$ cat src/rtl/hcordic_fix_pkg.sv
// Shared float-field constants and operand classes for the CORDIC fixed-point path.
package hcordic_fix_pkg;

   localparam int EXP_BIAS      = 127;
   localparam int MANT_W        = 23;
   localparam int EXP_MAX       = 255;
   localparam int FIX_FRAC_BITS = 28;

   typedef enum logic [1:0] {
      CLS_NORM,
      CLS_ZERO,
      CLS_INF,
      CLS_NAN
   } fp_cls_t;

endpackage

$ cat src/rtl/fixconv_align.sv
// Bidirectional mantissa aligner: overflow detect on left shifts,
// guard/sticky capture on right shifts (PREPROCESS_FIXCONV_ROUND_NEAREST_EN).
module fixconv_align #(
   parameter int WIDTH = 32
) (
   input  logic              [23:0]      m24,
   input  logic signed       [9:0]       sh,
   output logic              [WIDTH-1:0] mag,
   output logic                          ovf
`ifdef PREPROCESS_FIXCONV_ROUND_NEAREST_EN
   ,
   output logic                          guard,
   output logic                          sticky
`endif
);

   localparam int FW = WIDTH + 24;

   logic [FW-1:0] field;
   logic [9:0]    n;
   logic          huge;
`ifdef PREPROCESS_FIXCONV_ROUND_NEAREST_EN
   logic [48:0]   t;
`endif

   always_comb begin
      field = '0;
      n     = 10'(-sh);
      huge  = 1'b0;
`ifdef PREPROCESS_FIXCONV_ROUND_NEAREST_EN
      t      = '0;
      guard  = 1'b0;
      sticky = 1'b0;
`endif
      if (!sh[9]) begin
         // Beyond WIDTH the leading one is certainly out of range.
         if ($unsigned(sh) > 10'(WIDTH))
            huge = 1'b1;
         else
            field = FW'(m24) << $unsigned(sh);
      end else if (n >= 10'd26) begin
`ifdef PREPROCESS_FIXCONV_ROUND_NEAREST_EN
         sticky = 1'b1;
`endif
      end else begin
`ifdef PREPROCESS_FIXCONV_ROUND_NEAREST_EN
         t      = {m24, 25'b0} >> n;
         field  = FW'(t[48:25]);
         guard  = t[24];
         sticky = |t[23:0];
`else
         field  = FW'(m24 >> n);
`endif
      end
      mag = field[WIDTH-1:0];
      ovf = huge | (|field[FW-1:WIDTH]);
   end

endmodule

$ cat src/rtl/preprocess_fixconv.sv
// 3-stage IEEE-754 single to signed fixed-point converter with sideband delay.
// Build option: PREPROCESS_FIXCONV_ROUND_NEAREST_EN selects round-to-nearest-even.
module preprocess_fixconv
   import hcordic_fix_pkg::*;
#(
   parameter int WIDTH     = 32,
   parameter int FRAC_BITS = FIX_FRAC_BITS
) (
   input  logic             clock,
   input  logic             reset,
   input  logic [31:0]      FinalSum,
   input  logic             Done,
   input  logic [31:0]      z_postprocess,
   input  logic [3:0]       Opcode_out,
   input  logic [7:0]       InsTagOut,
   output logic [WIDTH-1:0] fixed_out,
   output logic             valid_fix,
   output logic [31:0]      z_fix,
   output logic [3:0]       Opcode_fix,
   output logic [7:0]       InsTagFix,
   output logic             sat_flag,
   output logic             nan_flag
);

   localparam logic signed [9:0] SH_OFF  = 10'(FRAC_BITS - EXP_BIAS - MANT_W);
   localparam logic [WIDTH-1:0]  POS_MAX = {1'b0, {(WIDTH-1){1'b1}}};
   localparam logic [WIDTH-1:0]  NEG_MAX = {1'b1, {(WIDTH-1){1'b0}}};
   localparam logic [WIDTH:0]    LIM     = {1'b0, NEG_MAX};

   // stage 1
   fp_cls_t            cls_c;
   logic signed [9:0]  sh_c;
   logic               s1_valid, s1_s;
   fp_cls_t            s1_cls;
   logic [23:0]        s1_m24;
   logic signed [9:0]  s1_sh;
   logic [31:0]        s1_z;
   logic [3:0]         s1_op;
   logic [7:0]         s1_tag;

   always_comb begin
      cls_c = CLS_NORM;
      sh_c  = $signed({2'b00, FinalSum[30:23]}) + SH_OFF;
      if (FinalSum[30:23] == 8'd0)
         cls_c = CLS_ZERO;
      else if (FinalSum[30:23] == 8'(EXP_MAX))
         cls_c = (FinalSum[22:0] == '0) ? CLS_INF : CLS_NAN;
   end

   always_ff @(posedge clock) begin
      if (reset) begin
         s1_valid <= 1'b0;
         s1_s     <= 1'b0;
         s1_cls   <= CLS_NORM;
         s1_m24   <= '0;
         s1_sh    <= '0;
         s1_z     <= '0;
         s1_op    <= '0;
         s1_tag   <= '0;
      end else begin
         s1_valid <= Done;
         s1_s     <= FinalSum[31];
         s1_cls   <= cls_c;
         s1_m24   <= {1'b1, FinalSum[22:0]};
         s1_sh    <= sh_c;
         s1_z     <= z_postprocess;
         s1_op    <= Opcode_out;
         s1_tag   <= InsTagOut;
      end
   end

   // stage 2
   logic [WIDTH-1:0] mag_c;
   logic             ovf_c;
   logic             s2_valid, s2_s, s2_ovf;
   fp_cls_t          s2_cls;
   logic [WIDTH-1:0] s2_mag;
   logic [31:0]      s2_z;
   logic [3:0]       s2_op;
   logic [7:0]       s2_tag;
`ifdef PREPROCESS_FIXCONV_ROUND_NEAREST_EN
   logic             guard_c, sticky_c, s2_guard, s2_sticky;
`endif

   fixconv_align #(.WIDTH(WIDTH)) u_align (
      .m24    (s1_m24),
      .sh     (s1_sh),
      .mag    (mag_c),
      .ovf    (ovf_c)
`ifdef PREPROCESS_FIXCONV_ROUND_NEAREST_EN
      ,
      .guard  (guard_c),
      .sticky (sticky_c)
`endif
   );

   always_ff @(posedge clock) begin
      if (reset) begin
         s2_valid <= 1'b0;
         s2_s     <= 1'b0;
         s2_ovf   <= 1'b0;
         s2_cls   <= CLS_NORM;
         s2_mag   <= '0;
         s2_z     <= '0;
         s2_op    <= '0;
         s2_tag   <= '0;
      end else begin
         s2_valid <= s1_valid;
         s2_s     <= s1_s;
         s2_ovf   <= ovf_c;
         s2_cls   <= s1_cls;
         s2_mag   <= mag_c;
         s2_z     <= s1_z;
         s2_op    <= s1_op;
         s2_tag   <= s1_tag;
      end
   end

`ifdef PREPROCESS_FIXCONV_ROUND_NEAREST_EN
   always_ff @(posedge clock) begin
      if (reset) begin
         s2_guard  <= 1'b0;
         s2_sticky <= 1'b0;
      end else begin
         s2_guard  <= guard_c;
         s2_sticky <= sticky_c;
      end
   end
`endif

   // stage 3
   logic [WIDTH:0]   rnd;
   logic             too_big;
   logic [WIDTH-1:0] res_fx;
   logic             res_sat, res_nan;

   always_comb begin
`ifdef PREPROCESS_FIXCONV_ROUND_NEAREST_EN
      rnd = {1'b0, s2_mag}
          + (WIDTH+1)'(s2_guard & (s2_sticky | s2_mag[0]));
`else
      rnd = {1'b0, s2_mag};
`endif
      // -2^(WIDTH-1) is the only magnitude that fits on one side only
      too_big = s2_ovf || (rnd > LIM) || ((rnd == LIM) && !s2_s);
      res_fx  = '0;
      res_sat = 1'b0;
      res_nan = 1'b0;
      unique case (s2_cls)
         CLS_NAN:  res_nan = 1'b1;
         CLS_ZERO: res_fx  = '0;
         CLS_INF: begin
            res_sat = 1'b1;
            res_fx  = s2_s ? NEG_MAX : POS_MAX;
         end
         CLS_NORM: begin
            if (too_big) begin
               res_sat = 1'b1;
               res_fx  = s2_s ? NEG_MAX : POS_MAX;
            end else begin
               res_fx  = s2_s ? -rnd[WIDTH-1:0] : rnd[WIDTH-1:0];
            end
         end
         default: res_fx = '0;
      endcase
   end

   always_ff @(posedge clock) begin
      if (reset) begin
         valid_fix  <= 1'b0;
         fixed_out  <= '0;
         sat_flag   <= 1'b0;
         nan_flag   <= 1'b0;
         z_fix      <= '0;
         Opcode_fix <= '0;
         InsTagFix  <= '0;
      end else begin
         valid_fix  <= s2_valid;
         fixed_out  <= res_fx;
         sat_flag   <= s2_valid & res_sat;
         nan_flag   <= s2_valid & res_nan;
         z_fix      <= s2_z;
         Opcode_fix <= s2_op;
         InsTagFix  <= s2_tag;
      end
   end

endmodule

$ cat config.mk
export PLATFORM = sky130hd
export DESIGN_NAME = preprocess_fixconv
export DESIGN_NICKNAME = d
export VERILOG_FILES = /design/src/rtl/hcordic_fix_pkg.sv /design/src/rtl/fixconv_align.sv /design/src/rtl/preprocess_fixconv.sv
export SDC_FILE = /design/constraint.sdc
export NUM_CORES = 1
export LEC_CHECK = 0
export BUFFER_PORTS_ARGS = -buffer_cell sky130_fd_sc_hd__buf_4
export CORE_MARGIN = 2
export CORE_UTILIZATION = 30
export CTS_BUF_LIST = sky130_fd_sc_hd__clkbuf_16
export DETAILED_ROUTE_END_ITERATION = 6
export HOLD_SLACK_MARGIN = 0.15
export PLACE_DENSITY = 0.48
export REMOVE_ABC_BUFFERS = 1
export SYNTH_ARGS = -nofsm -noshare
export SYNTH_HDL_FRONTEND = slang
export SYNTH_SLANG_ARGS = --single-unit
$ cat constraint.sdc
create_clock -name clock -period 5.7 [get_ports clock]
set_input_delay 0.285 -clock clock [delete_from_list [all_inputs] [get_ports clock]]
set_output_delay 0.285 -clock clock [all_outputs]
set_load 0.01 [all_outputs]
==> impl_metrics.toml <==
[timing]
fin_setup_tns_ns = 0
fin_crit_ns = 3.83
setup_viol_count_final = 0
grt_setup_unrepaired = "no"
finalHoldViolCount = 0
timing.fmax_mhz = 261
finClkSkew_ns = 0.0146
finalCritPeriodShare = 0.672
slew_violations = 0
slew_headroom = 0.207
tightest_slew_ns = 1.18

[global_routing]
antenna_found_initial = 0
first_global_vias = 9074
grt_max_degree = 78
grt_util_met3 = 0.0295
grt_overflow = 0
grt.total_usage = 0.171
busiest_layer = "met2"
grt_use_met2 = 0.271
gr-usage-met1 = 0.236
grt_pass1_wl_um = 52200

[yosys]
seq_area_frac_synth = 0.443
yosysMostFrequentCell = "dfxtp_1"
ys_top_cells_by_area = "dfxtp_1, nor2b_1, mux4_2"
yosys_warnings = 0
synth.top_cell.area_share = 0.443
syn-cell-area_mm2 = 0.0109
syn_avg_cell_area_um2 = 9.25
synth_seq_cells = 242
synth_async_sr_flop_share = 0
synth_cells = 1182
yosysTopAreaCell = "dfxtp_1"
yosys-top-cells-count = "dfxtp_1, nor2b_1, nor2_1"
ys.flop_type = "dfxtp_1"
synth_cell_types = 73
synth-edff-count = 0

[place]
finalWeightedCongestion = 0.938
portBuffers = 157
post-dp-hpwl_um = 24200

[floorplanning]
io_pins = 158
row_count = 69
initial_utilization = 0.306
die_area_mm2 = 0.0380
die_x_um = 195
die_h_um = 195
fp.coreArea_mm2 = 0.0357

[clock_tree]
htreeDepth = 1
tritoncts = "done"
cts.sinks = 242
cts.clk_slew.worst_paths_ns = 0.06
clk_latency_ns = 0.53
cts-buffers-inserted = 27
root_buffer = "clkbuf_16"
ctsLongestPathBuffers = 3
post_cts_buffers = 0

[critical_path]
crit_type = "reg -> reg"
reg2reg_slack_ns = 1.87
cp.arrival_ns = 4.23
end_kind = "flop"
cp_max_fo = 44
startpoint_type = "flop"
required_ns = 6.10

[detailed_routing]
wl_per_cell_um = 17.9
ant_nets = 0
num_vias = 9523
routed_wl_um = 33300
drt_iter0_drc = 777
drtPass1Iterations = 5
drc = 0
avgViaCountPerCell = 5.12

[hold_path]
hold_path.class = "in -> reg"

[power]
comb_power_share = 0.177
p_int_w = 0.00309
p_leak_nw = 5.60
pwr-share-clk = 0.392
power.switching_w = 0.00114
sequentialPowerShare = 0.431
irDropWorstVdd_mv = 0.193
switching_share = 0.270
power.density_mw_per_mm2 = 300

[layout]
drive_above_1_share = 0.196
finalNetCount = 1464
area_growth_pct = 29.3
utilization = 0.395
n_antenna_cell = 0
fillers = 3630

[job]
max_cap_viol_count = 0

[status]
status = "completed"
-- cells by family after synthesis --
| kind of cell | after synthesis | synth area share |
|---|---|---|
| buffers and inverters | 104 | 0.0382 |
| adders and majority gates | 4 | 0.00458 |
| and+or+nand+nor | 501 | 0.246 |
| muxes | 88 | 0.121 |
| AOI/OAI and AO/OA | 231 | 0.137 |
| DFF | 242 | 0.443 |
| xor gates and xnor gates | 12 | 0.00962 |
-- power by group through the flow --
stage | Combinational [W] | Clock (W) | Sequential, W
after floorplan | 0.000399 | 0 | 0.00187
after global routing | 0.000816 | 0.00178 | 0.00183
after CTS | 0.000746 | 0.00171 | 0.00182
after global placement | 0.000706 | 0 | 0.00186
final | 0.000751 | 0.00166 | 0.00182
after detailed placement | 0.000700 | 0 | 0.00186
-- per-layer routing --
| layer | vias up | share of wire |
|---|---|---|
| li1 | 4612 | - |
| met1 | 4464 | 0.45 |
| met2 | 377 | 0.44 |
| met3 | 70 | 0.067 |
| met4 | 0 | 0.036 |
| met5 | - | 0 |
-- what timing repair did --
item                                   in CTS  in global routing
hold buffers                               80                  0
endpoints found under the hold margin      81                  0
resized for setup                           0                  0
-- state kept, by name (all words and copies together), names as in the netlist, 10 cells and up --
| name | cells |
|---|---|
| s1_sh | 10 |
| s2_mag | 32 |
| s1_m24 | 24 |
| z_fix | 32 |
| s2_z | 32 |
| fixed_out | 32 |
| s1_z | 32 |
-- stage by stage --
| step | hold slack, ns | std cells | instance area [µm²] | total power, W | setup slack [ns] |
|---|---|---|---|---|---|
| 2_1_floorplan | 0.352 | 1098 | 10600 | 0.00227 | 0.859 |
| 3_3_place_gp | 0.415 | 1733 | 12500 | 0.00256 | 1.92 |
| 3_5_place_dp | 0.420 | 1733 | 12500 | 0.00256 | 1.86 |
| 4_1_cts | 0.165 | 1860 | 14100 | 0.00428 | 1.87 |
| 5_1_grt | 0.208 | 1860 | 14100 | 0.00443 | 1.51 |
| 6_report | 0.168 | 1860 | 14100 | 0.00423 | 1.87 |
-- worst max-delay path, stage by stage, from the launching register on --
cell and delay (ns):
dfxtp_2 0.61, buf_4 0.57, mux4_2 0.60, mux2i_1 0.29, o22ai_1 0.21, or4_1 0.43, or4_1 0.51, a2111oi_2 0.33
a31oi_1 0.14
-- area by class of cell --
| type | instances | area (µm²) | share of cell area |
|---|---|---|---|
| multi-input combinational | 836 | 5680 | 0.402 |
| clock buffer | 27 | 676 | 0.0478 |
| clock inverter | 20 | 173 | 0.0122 |
| inverter | 20 | 75.1 | 0.00531 |
| tap | 461 | 577 | 0.0408 |
| timing repair buffer | 254 | 2110 | 0.149 |
| sequential | 242 | 4850 | 0.343 |
-- placed cells by master (no fill, tap or decap), types with 22 or more instances in the layout --
cell,synthesis,routed
mux4_2,32,32
nor2b_1,167,167
a31oi_1,31,31
nand3_1,22,22
buf_4,1,173
dfxtp_1,242,241
nor2_1,89,89
clkbuf_16,0,27
dlygate4sd3_1,0,80
o21ai_0,36,36
a21oi_1,48,48
nand2_1,76,76
nor3_1,44,43
o21ai_1,25,25
mux2i_1,36,36
-- worst paths after layout --
| path | startpoint | to | cells past startpoint |
|---|---|---|---|
| max | s1_sh[0] | s2_ovf | 8 |
| min reg2reg | s2_tag[2] | InsTagFix[2] | 1 |
| min | reset | s2_op[1] | 2 |
| max reg2reg | s1_sh[0] | s2_ovf | 8 |
(Power assumes the default switching activity.)
